File: src/rtl/frecuencimetro_if.sv
// Pin bundle of the frequency meter: measured square wave in, multiplexed
// 7-segment bus, overflow LED and result-ready pulse out.
interface frecuencimetro_if;
    logic        ENTRADA;
    logic [15:0] DISPLAY;
    logic        LED;
    logic        LISTO;

    modport master (output ENTRADA, input DISPLAY, input LED, input LISTO);
    modport slave  (input ENTRADA, output DISPLAY, output LED, output LISTO);
endinterface

File: src/rtl/frecuencimetro.sv
// Frequency meter: counts ENTRADA rising edges over a fixed gate window and
// shows the count (0..9999 Hz) on a 4-digit multiplexed 7-segment display.
module frecuencimetro #(
    parameter int unsigned F_CLK       = 50_000_000,
    parameter int unsigned GATE_CYCLES = F_CLK,
    parameter int unsigned SCAN_DIV    = 41_667
) (
    input logic             CLK,
    input logic             RST,
    frecuencimetro_if.slave bus
);

    localparam int unsigned       SCAN_W    = $clog2(SCAN_DIV + 1);
    localparam logic [25:0]       GATE_LAST = 26'(GATE_CYCLES - 1);
    localparam logic [SCAN_W-1:0] SCAN_LAST = SCAN_W'(SCAN_DIV - 1);
    localparam logic [13:0]       CNT_MAX   = 14'd9999;

    typedef enum logic {ESPERA, CONVIERTE} estado_t;

    logic              sync1, sync2, sync3;
    logic              pulso;
    logic [25:0]       gate_cnt;
    logic              cierre;
    logic [13:0]       cnt, cnt_next;
    logic              ovf, sat;
    logic [13:0]       medida;
    logic              ovf_lat;

    estado_t           estado;
    logic [15:0]       bcd, bcd_adj, bcd_next;
    logic [3:0]        iter;
    logic [3:0]        mill, cent, dece, unid;
    logic              led_q, listo_q;

    logic [SCAN_W-1:0] scan_cnt;
    logic [1:0]        idx;
    logic [3:0]        digito;
    logic [7:0]        seg, an;
    logic [15:0]       display_q;

    assign pulso    = sync2 & ~sync3;
    assign cierre   = (gate_cnt == GATE_LAST);
    assign sat      = pulso & (cnt == CNT_MAX);
    assign cnt_next = (pulso && cnt != CNT_MAX) ? cnt + 14'd1 : cnt;

    always_ff @(posedge CLK) begin
        if (RST) begin
            sync1    <= 1'b0;
            sync2    <= 1'b0;
            sync3    <= 1'b0;
            gate_cnt <= '0;
            cnt      <= '0;
            ovf      <= 1'b0;
            medida   <= '0;
            ovf_lat  <= 1'b0;
        end else begin
            sync1 <= bus.ENTRADA;
            sync2 <= sync1;
            sync3 <= sync2;
            if (cierre) begin
                gate_cnt <= '0;
                medida   <= cnt_next;
                ovf_lat  <= ovf | sat;
                cnt      <= '0;
                ovf      <= 1'b0;
            end else begin
                gate_cnt <= gate_cnt + 26'd1;
                cnt      <= cnt_next;
                ovf      <= ovf | sat;
            end
        end
    end

    // MEDIDA stays stable for the whole conversion (gate >= 16 clocks), so the
    // double-dabble feeds its bits straight from it, MSB first, by iteration.
    always_comb begin
        bcd_adj = bcd;
        for (int unsigned k = 0; k < 4; k++) begin
            if (bcd[4*k +: 4] >= 4'd5) bcd_adj[4*k +: 4] = bcd[4*k +: 4] + 4'd3;
        end
        bcd_next = {bcd_adj[14:0], medida[4'd13 - iter]};
    end

    always_ff @(posedge CLK) begin
        if (RST) begin
            estado  <= ESPERA;
            bcd     <= '0;
            iter    <= '0;
            mill    <= '0;
            cent    <= '0;
            dece    <= '0;
            unid    <= '0;
            led_q   <= 1'b0;
            listo_q <= 1'b0;
        end else begin
            listo_q <= 1'b0;
            case (estado)
                ESPERA: begin
                    if (cierre) begin
                        estado <= CONVIERTE;
                        bcd    <= '0;
                        iter   <= '0;
                    end
                end
                CONVIERTE: begin
                    bcd  <= bcd_next;
                    iter <= iter + 4'd1;
                    if (iter == 4'd13) begin
                        mill    <= bcd_next[15:12];
                        cent    <= bcd_next[11:8];
                        dece    <= bcd_next[7:4];
                        unid    <= bcd_next[3:0];
                        led_q   <= ovf_lat;
                        listo_q <= 1'b1;
                        estado  <= ESPERA;
                    end
                end
            endcase
        end
    end

    always_comb begin
        digito = mill;
        an     = 8'h7F;
        case (idx)
            2'd0: begin digito = mill; an = 8'h7F; end
            2'd1: begin digito = cent; an = 8'hBF; end
            2'd2: begin digito = dece; an = 8'hDF; end
            2'd3: begin digito = unid; an = 8'hEF; end
        endcase
        case (digito)
            4'd0:    seg = 8'h03;
            4'd1:    seg = 8'h9F;
            4'd2:    seg = 8'h25;
            4'd3:    seg = 8'h0D;
            4'd4:    seg = 8'h99;
            4'd5:    seg = 8'h49;
            4'd6:    seg = 8'h41;
            4'd7:    seg = 8'h1F;
            4'd8:    seg = 8'h01;
            4'd9:    seg = 8'h09;
            default: seg = 8'hFF;
        endcase
    end

    always_ff @(posedge CLK) begin
        if (RST) begin
            scan_cnt  <= '0;
            idx       <= '0;
            display_q <= 16'h037F;
        end else begin
            if (scan_cnt == SCAN_LAST) begin
                scan_cnt <= '0;
                idx      <= idx + 2'd1;
            end else begin
                scan_cnt <= scan_cnt + 1'b1;
            end
            display_q <= {seg, an};
        end
    end

    assign bus.DISPLAY = display_q;
    assign bus.LED     = led_q;
    assign bus.LISTO   = listo_q;

endmodule

File: src/flat_wrapper.sv
// flat-port wrapper written by rule: the top's interface ports become plain ports
module frecuencimetro_flat 
#(
    parameter int unsigned F_CLK       = 50_000_000,
    parameter int unsigned GATE_CYCLES = F_CLK,
    parameter int unsigned SCAN_DIV    = 41_667
)
  (CLK, RST, bus_ENTRADA, bus_DISPLAY, bus_LED, bus_LISTO);
  frecuencimetro_if bus_i ();
  input logic CLK;
  input logic RST;
  input wire logic [$bits(bus_i.ENTRADA)-1:0] bus_ENTRADA;
  output wire logic [$bits(bus_i.DISPLAY)-1:0] bus_DISPLAY;
  output wire logic [$bits(bus_i.LED)-1:0] bus_LED;
  output wire logic [$bits(bus_i.LISTO)-1:0] bus_LISTO;
  assign bus_i.ENTRADA = bus_ENTRADA;
  assign bus_DISPLAY = bus_i.DISPLAY;
  assign bus_LED = bus_i.LED;
  assign bus_LISTO = bus_i.LISTO;
  frecuencimetro #(.F_CLK(F_CLK), .GATE_CYCLES(GATE_CYCLES), .SCAN_DIV(SCAN_DIV)) u_core (.CLK(CLK), .RST(RST), .bus(bus_i));
endmodule
File: config.mk
export PLATFORM = sky130hd
export DESIGN_NAME = frecuencimetro_flat
export DESIGN_NICKNAME = d
export VERILOG_FILES = /design/src/rtl/frecuencimetro_if.sv /design/src/rtl/frecuencimetro.sv /design/src/flat_wrapper.sv
export SDC_FILE = /design/constraint.sdc
export NUM_CORES = 1
export LEC_CHECK = 0
export ABC_CLOCK_PERIOD_IN_PS = 4900
export CELL_PAD_IN_SITES_DETAIL_PLACEMENT = 0
export CELL_PAD_IN_SITES_GLOBAL_PLACEMENT = 1
export CORE_MARGIN = 3
export CORE_UTILIZATION = 50
export DETAILED_ROUTE_END_ITERATION = 10
export PLACE_DENSITY_LB_ADDON = 0.05
export SETUP_SLACK_MARGIN = 0.02
export SLEW_MARGIN = 20
export SYNTH_ARGS = -nofsm -noshare
export SYNTH_HDL_FRONTEND = slang
export SYNTH_SLANG_ARGS = --single-unit
File: constraint.sdc
create_clock -name CLK -period 4.9 [get_ports CLK]
set_input_delay 0.98 -clock CLK [delete_from_list [all_inputs] [get_ports CLK]]
set_output_delay 0.98 -clock CLK [all_outputs]
set_load 0.02 [all_outputs]
After elaboration in Yosys (flattened, before gate mapping)
Memory sizes are Yosys's and may differ from the RTL's. A register that Yosys moved wholly into a read port is not among the register bits.
Index checks and enable logic that the tools add are counted.

operators by class
  add/subtract/negate cells = 10
  order comparisons = 5
  equality and inequality tests = 9
  muxes and demuxes = 17
  bitwise gates (word level) = 5
  reduce and logical (&&, ||, !) cells = 6

operators with widths
  operator                                                               count
  16-bit case mux with 2 select lines                                    1
  8-bit case mux with 4 select lines                                     1
  26-bit by 1-bit adder with 26-bit output, second input constant        1
  26-bit == test, second input constant                                  1
  16-bit by 1-bit adder with 16-bit output, second input constant        1
  16-bit == test, second input constant                                  1
  4-bit by 3-bit >= comparator with 1-bit output, second input constant  4
  16-bit two-way mux                                                     1
  4-bit two-way mux                                                      4
  4-bit case mux with 4 select lines                                     1
  14-bit by 1-bit adder with 14-bit output, second input constant        1
  14-bit == test, second input constant                                  1
  14-bit two-way mux                                                     1
  14-bit inequality test, second input constant                          1
  4-bit by 2-bit adder with 4-bit output, second input constant          3
  4-bit case mux with 2 select lines                                     1
  2-bit OR reduction                                                     3
  4-bit by 5-bit < comparator with 1-bit output, second input constant   1
  4-bit by 1-bit adder with 4-bit output, second input constant          1
  1-bit binary-select mux with 4-bit select                              1
  2-bit == test, second input constant                                   2
  4-bit == test, second input constant                                   1
  1-bit two-way mux                                                      4
  4-bit subtractor, first input constant                                 1
  12 further kinds                                                       14

word-level totals
  flip-flop bits (word level) = 132
  bits in read-only memories = 112
  output and inout port bits = 18
  word-level logic and storage cells = 73
  memories = 1

memory list
  name              depth  bits a word  read ports  clocked after memory_dff  write ports  RTL line               RTL
  (name not given)  16     7            1           1                         0            frecuencimetro.sv:131  case (digito)

Longest topological paths before layout
Gate-level depths: netlist of the first run.

  depth in word-level cells = 4
  gate-level depth with buffers = 10
  gate-level depth less buffers = 10

Least setup slack after synthesis of the first run
No wires, ideal clock.

  kind = reg2reg
  from = register u_core.idx[1]
  to = register u_core.display_q[12], in the netlist u_core.bus.DISPLAY[12]
  setup time = 132 ps
  data arrival time = 2020 ps
  data required time = 4768 ps
  slack = 2748 ps
  stages on the path, launching flop included = 11
  clock period less this slack = 2152 ps
  path through = dfxtp_1 -> inv_1 -> ha_1 -> a222oi_1 -> nand2_1 -> o21ai_0 -> inv_1 -> ha_1 -> or2_2 -> a21oi_1 -> nor3_1

between the ends
  cells in the longest elaborated chain, start to end = 2

RTL lines
  item                                         RTL line               RTL
  from (decl)                                  frecuencimetro.sv:36   logic [1:0] idx;
  from (signal assigned)                       frecuencimetro.sv:154  idx <= idx + 2'd1;
  2-bit == test, or another cell as far along  frecuencimetro.sv:125  case (idx)
  4-bit case mux with 4 select lines (*)       frecuencimetro.sv:125
  to (decl)                                    frecuencimetro.sv:39   logic [15:0] display_q;

Every way passes the cells marked *; elsewhere a longest branch is shown, timed or not.
A chain may end at the register's enable or synchronous reset.

Worst setup path after layout of the first run
Ends and elaborated chain as after synthesis.

==> reports/qor.yml, run 1 <==
die:
  core_area_um2: 11080
  io_pins: 21
  die_x_um: 113.8
  start_util: 0.5247
  die_h_um: 113.8
  design.die.area_um2: 12960
  num_rows: 38
routing:
  drtIter0Drc: 379
  drt-total-wl_um: 11830
  viasPerCell: 5.508
  final_antenna_net_count: 0
  vias: 4550
  drc: 0
  wl_per_cell_um: 14.33
  dr.pass1.iters: 6
worst_setup_path:
  worst-r2r-setup-slack_ns: 2.37
  criticalPathCategory: "register to register"
  critPathMaxFanout: 5
  cpPeakStageDelay_ns: 0.43
  crit_path_end: "u_core.bus.DISPLAY[12]$_SDFF_PP0_"
  crit_path_start_kind: "register"
  crit_required_ns: 5.17
  reg2reg_from: "u_core.idx[1]$_SDFFE_PP0N_"
  end_kind: "register"
  crit_chain: "inv_1 -> ha_1 -> a222oi_1 -> nand2_1 -> o21ai_0 -> inv_1 -> ha_1 -> or2_2 -> a21oi_1 -> nor3_1"
  crit_path_top_delay_cell: "a222oi_1"
  r2r.worst_path.cells: 10
  reg2reg_to: "u_core.bus.DISPLAY[12]$_SDFF_PP0_"
  crit_arrival_ns: 2.80
  startpoint: "u_core.idx[1]$_SDFFE_PP0N_"
flow_run:
  drv_cap: 0
pwr:
  power.total_uw: 2396
  cellPowerDensity_nw_per_um2: 361.3
  seq_power_share: 0.436
  swShare: 0.1980
  vdd_drop_max_uv: 272.5
  p_leak_uw: 0.002427
  p_sw_uw: 474.3
  power_frac_comb: 0.015
  intPower_uw: 1921
  clock_power_share: 0.549
cts:
  path_clk_slew_ns: 0.05
  postCtsHoldBufs: 0
  cts_tree: "done"
  postCtsSetupRepairBufs: 0
  cts_buffer_depth: 2
  cts_max_level: 4
  cts_buffers: 17
  root_buffer: "clkbuf_16"
  clk_latency_ns: 0.41
  cts_sinks: 127
  post_cts_resized: 0
global_route:
  gr-total-overflow: 0
  grt_pass1_vias: 4464
  grt_max_degree: 51
  grt_pass1_wl_um: 20850
  track_usage: 0.1985
  antenna_found_initial: 0
logic_synthesis:
  netlist_instances: 665
  synth.top_cells.by_area: "dfxtp_1 44%, nor2_1 5.6%, ha_1 5.4%"
  synth-edff-count: 0
  synth_compound_area_frac: 0.1128
  synthArstFlopShare: 0
  synth_top_flop_cell: "dfxtp_1"
  synth_area_um2: 5813
  synth_common_cells: "127 x dfxtp_1, 86 x nor2_1, 67 x nand2_1, 47 x a21oi_1, 33 x xor2_1"
  synth_most_common_cell: "dfxtp_1"
  synth_warnings: 0
  synth_mux_area_frac: 0.02690
  synth_top_family_by_area: "simple AND/OR/NAND/NOR gates"
  synth_xor_area_frac: 0.08136
  ys_ff_latch: 127
  synth-adder-area-share: 0.05381
  seq_area_frac_synth: 0.4374
  synth_top_area_share: 0.4374
  syn_avg_cell_area_um2: 8.741
  synth_top_cell_by_area: "dfxtp_1"
  yosys.area_share.simple: 0.2437
  yosysUniqueCellTypes: 56
timing:
  hold_viol: 0
  setup_viol: 0
  finClkSkew_ns: 0.006275
  setup_tns_ns: 0
  finalCritPeriodShare: 0.5166
  rsz0062_at_grt: "false"
  max-slew-margin-rel: 0.3403
  fmax_mhz: 395.0
  tightest_slew_ns: 0.9805
  min_period_ns: 2.531
  layout_setup_ws_ns: 2.369
  slew_viol_final: 0
placement:
  io_buffers: 15
  place_congestion: 0.7684
  hpwl_um: 7705
  place_ws_ns: 2.258
final_layout:
  area_delta_synth_final_pct: 14.08
  final_nets: 701
  antennaDiodeCount: 0
  fin_util: 0.5986
  layout-drive-gt1-share: 0.07143
  nFillCells: 967
hold_path:
  hold_depth: 1
  hold_class: "register to register"
run_status:
  status: "finished, final reports clean"
## kinds of logic (layout without fill, tap and decap cells)
| family | Yosys count | in the layout |
|---|---|---|
| buffers and inverters | 56 | 73 |
| AOI/OAI and AO/OA | 104 | 104 |
| xor gates and xnor gates | 54 | 54 |
| adders and majority gates | 25 | 25 |
| other | 1 | 5 |
| DFF | 127 | 127 |
| and+or+nand+nor | 284 | 284 |
| muxes | 14 | 14 |
## registers in the layout, indices dropped and copies added, names as in the netlist, 2 cells and up
register            cells
u_core.idx              2
u_core.cnt             14
u_core.dece             4
u_core.cent             4
u_core.medida          14
u_core.bcd             16
u_core.iter             4
u_core.bus.DISPLAY     11
u_core.unid             4
u_core.scan_cnt        16
u_core.gate_cnt        26
u_core.mill             4
## power by group through the flow
stage / clock [uW] / sequential, uW / combinational, uW
final: 1310 / 1040 / 36.5
after global routing: 1390 / 1050 / 40.6
after CTS: 1340 / 1040 / 37.0
after detailed placement: 0 / 1070 / 36.5
after global placement: 0 / 1070 / 35.8
after floorplan: 0 / 1070 / 31.9
## worst min path at each step
stage | startpoint | end
6_report | u_core.scan_cnt[0]$_SDFF_PP0_ | u_core.scan_cnt[0]$_SDFF_PP0_
5_1_grt | u_core.ovf_lat$_SDFFE_PP0P_ | u_core.bus.LED$_SDFFE_PP0P_
4_1_cts | u_core.ovf_lat$_SDFFE_PP0P_ | u_core.bus.LED$_SDFFE_PP0P_
3_5_place_dp | u_core.scan_cnt[0]$_SDFF_PP0_ | u_core.scan_cnt[0]$_SDFF_PP0_
3_3_place_gp | u_core.scan_cnt[0]$_SDFF_PP0_ | u_core.scan_cnt[0]$_SDFF_PP0_
2_1_floorplan | u_core.sync1$_SDFF_PP0_ | u_core.sync2$_SDFF_PP0_
## metrics by stage
stage               hold WS [ns]  instance area, um^2  instances
floorplan                 0.4138                 5828        669
global placement          0.4361                 6008        794
detailed placement        0.4487                 6008        794
CTS                       0.4589                 6631        826
global route              0.4766                 6631        826
finish                    0.4541                 6631        826
## metal layers
metal | wire, um | GRT usage | share of wire | vias to the layer above
met3 | 355 | 0.05252 | 0.030 | 23
met2 | 5487 | 0.3200 | 0.46 | 60
li1 | - | - | - | 2318
met1 | 5819 | 0.2582 | 0.49 | 2149
met4 | 171 | 0.06968 | 0.014 | 0
met5 | 0 | 0 | 0 | -
## worst max-delay path: cells and delay by family (launching register included)
| kind | cells | cell delay, ns |
|---|---|---|
| flops | 1 | 0.37 |
| simple gates | 3 | 0.45 |
| buf+inv | 2 | 0.22 |
| compound gates | 3 | 0.88 |
| fa+ha+maj | 2 | 0.46 |
## placed cells by master, fill, tap and decap left out, types with 14 or more instances in the layout
cell and count:
nand2_1 67, xnor2_1 21, ha_1 25, o21ai_0 17, nand4_1 17, dfxtp_1 127, xor2_1 33, inv_1 22
a21oi_1 47, clkdlybuf4s50_1 14, nand3_1 25, clkbuf_16 17, nor2_1 86
## area by class of cell
class                      count  area, um^2  area share
multi-input combinational    486        3033      0.4574
sequential                   127        2542      0.3834
clock buffer                  21       460.4     0.06943
timing repair buffer          19       175.2     0.02642
tap                          140       175.2     0.02642
clock inverter                11       162.7     0.02453
inverter                      22       82.58     0.01245
Power figures use the tool's default switching activity.
==> run 2: changes to the inputs <==
Settings changed: ABC_CLOCK_PERIOD_IN_PS 4900 to 2400, CORE_UTILIZATION 50 to 47.
Clock period 4.9 ns to 2.4 ns, I/O delays scaled along.
==> run 2 against run 1 <==
Net effect: critical path depth stayed put; clock skew is 0.0019 ns lower; critical endpoint is now u_core.bus.DISPLAY[15]$_SDFF_PP0_; sequential share of layout area hardly changed; highest routed layer unchanged; final cell count is 3.9% higher; worst hold slack hardly changed; count of clock-buffer cells in the layout is 5 higher.
==> reports/qor.yml, run 2 (same netlist as run 1, synthesis figures left out) <==
run_status:
  status: "finished, final reports clean"
timing:
  holdWs_ns: 0.4538  # -0.0002350 ns
  rsz0062_at_grt: "false"
  min_period_ns: 2.195  # -0.3367 ns
  slew_viol_final: 0  # unchanged
  tightest_slew_ns: 0.6667  # -0.3137 ns
  setup_viol: 0  # unchanged
  fmax_mhz: 455.6  # +15%
  hold_viol: 0  # unchanged
  finalCritPeriodShare: 0.9145  # +0.3978
  max-slew-margin-rel: 0.5550  # +0.2147
  layout_setup_ws_ns: 0.2053  # -2.163 ns
  setup_tns_ns: 0  # unchanged
  finClkSkew_ns: 0.004337  # -0.001937 ns
worst_setup_path:
  crit_chain: "inv_1 -> ha_1 -> a222oi_1 -> nand2_1 -> o21ai_0 -> inv_1 -> ha_1 -> or2_2 -> a21oi_2 -> nor3_1"
  critPathMaxFanout: 5  # unchanged
  crit_arrival_ns: 2.48  # -0.32 ns
  critPathTopFamily: "compound AO/OA/AOI/OAI gates"
  crit_path_start_kind: "register"
  criticalPathCategory: "register to register"
  crit_required_ns: 2.68  # -2.49 ns
  critPathBufInv: 2  # unchanged
  end_kind: "register"
  cpPeakStageDelay_ns: 0.37  # -0.06 ns
  crit_path_top_delay_cell: "a222oi_1"
global_route:
  antenna_found_initial: 0  # unchanged
  grt_max_degree: 51  # unchanged
  grt_pass1_vias: 4357  # -2.4%
  track_usage: 0.1932  # -0.005357
  grt_pass1_wl_um: 20800  # -0.26%
  gr-total-overflow: 0  # unchanged
cts:
  cts_max_level: 4  # unchanged
  cts_tree: "done"
  path_clk_slew_ns: 0.05  # about the same
  cts_buffer_depth: 2  # unchanged
  postCtsSetupRepairBufs: 0  # unchanged
  clk_latency_ns: 0.42  # about the same
  root_buffer: "clkbuf_16"
  cts_buffers: 17  # unchanged
  cts_sinks: 127  # unchanged
final_layout:
  layout-drive-gt1-share: 0.08069  # +0.009263
  top_register: "u_core.gate_cnt"
  final_nets: 713  # +1.7%
  nFillCells: 1079  # +12%
  final_common_cell: "dfxtp_1"
  register_area_um2: 2544  # about the same
  largest_reg_flops: 26  # unchanged
  final_cell_mix: "126 x dfxtp_1, 86 x nor2_1, 67 x nand2_1, 45 x a21oi_1, 33 x xor2_1"
  multi_input_area_um2: 3043  # +0.33%
  antennaDiodeCount: 0  # unchanged
  area_delta_synth_final_pct: 14.25
  top_regs: "u_core.gate_cnt: 26 flops, u_core.bcd: 16 flops, u_core.scan_cnt: 16 flops"
  fin_util: 0.5647  # -0.03386
die:
  io_pins: 21  # unchanged
  start_util: 0.4943  # -0.03043
  num_rows: 39  # +2.6%
  die_x_um: 117.2  # +3.0%
  design.die.area_um2: 13740  # +6.0%
  die_h_um: 117.2  # +3.0%
  core_area_um2: 11760  # +6.2%
routing:
  drtIter0Drc: 269  # -29%
  drc: 0  # unchanged
  final_antenna_net_count: 0  # unchanged
  vias: 4607  # +1.3%
  drt-total-wl_um: 12010  # +1.5%
  dr.pass1.iters: 7  # +1
  wl_per_cell_um: 14.00  # -2.3%
  viasPerCell: 5.369  # -2.5%
placement:
  io_buffers: 15  # unchanged
  hpwl_um: 8095  # +5.1%
  place_congestion: 0.7943  # +3.4%
  place_ws_ns: 0.1400  # -2.118 ns
flow_run:
  drv_cap: 0  # unchanged
hold_path:
  hold_class: "register to register"
pwr:
  p_leak_uw: 0.002433  # +0.24%
  cellPowerDensity_nw_per_um2: 663.3  # +84%
  vdd_drop_max_uv: 487.0  # +79%
run 2: changes by cell type in the layout (fill, tap and decap cells not counted), sizes merged:
cell	delta
clkinv	-2
clkinvlp	-3
buf	+12
clkbuf	+5
bufinv	-4
run 2: layout make-up:
type                    instances  area share
well taps                     164     0.03090
flip-flops and latches        127      0.3830
clock inverters                 2    0.001507
clock buffers                  26     0.07216
multi-input cells             486      0.4582
inverters                      22     0.01243
repair buffers                 31     0.04182
run 2: report_power, final:
group,total (uW),internal (uW),switching [uW]
sequential,2130,2120,11.5
combinational,79.3,22.3,57.0
clock,2190,1340,848
total,4400,3490,916
run 2: stage by stage:
stage | area [um^2] | instances | power [uW]
global placement | 6141 | 830 | 2257
finish | 6641 | 858 | 4405
CTS | 6630 | 858 | 4465
detailed placement | 6141 | 830 | 2258
global route | 6641 | 858 | 4574
floorplan | 5828 | 669 | 2240
run 2: worst paths after layout:
kind                                                     endpoint                   startpoint  cells past startpoint  slack, ns
worst max register to register  u_core.bus.DISPLAY[15]$_SDFF_PP0_   u_core.idx[1]$_SDFFE_PP0N_                     10       0.21
worst min register to register        u_core.bus.LED$_SDFFE_PP0P_  u_core.ovf_lat$_SDFFE_PP0P_                      2       0.45
worst min-delay path                  u_core.bus.LED$_SDFFE_PP0P_  u_core.ovf_lat$_SDFFE_PP0P_                      2       0.45
worst max-delay path            u_core.bus.DISPLAY[15]$_SDFF_PP0_   u_core.idx[1]$_SDFFE_PP0N_                     10       0.21
run 2: routing by layer:
metal,wire length (um),part of all wire,global-route usage
met1,5720,0.48,0.2518
met2,5614,0.47,0.3032
met3,454,0.038,0.05090
met4,223,0.019,0.08104
met5,0,0,0
run 2: worst register-to-register path, stage by stage, from the launching register on:
cell and delay [ns]:
dfxtp_2 0.36, inv_1 0.08, ha_1 0.24, a222oi_1 0.37, nand2_1 0.08, o21ai_0 0.11, inv_1 0.10, ha_1 0.20
or2_2 0.30, a21oi_2 0.16, nor3_1 0.07
run 2: what timing repair did:
| action | in CTS | in global routing |
|---|---|---|
| resized for setup | 0 | 4 |
| endpoints found under the setup margin | 0 | 2 |
| hold buffers | 0 | 0 |
| hold endpoints to repair | 0 | 0 |
==> run 3: changes to the inputs <==
Settings changed: SKIP_CTS_REPAIR_TIMING from default to 1.
==> results of run 3 <==
The final DEF is identical to that of run 2; final timing and power are the same.
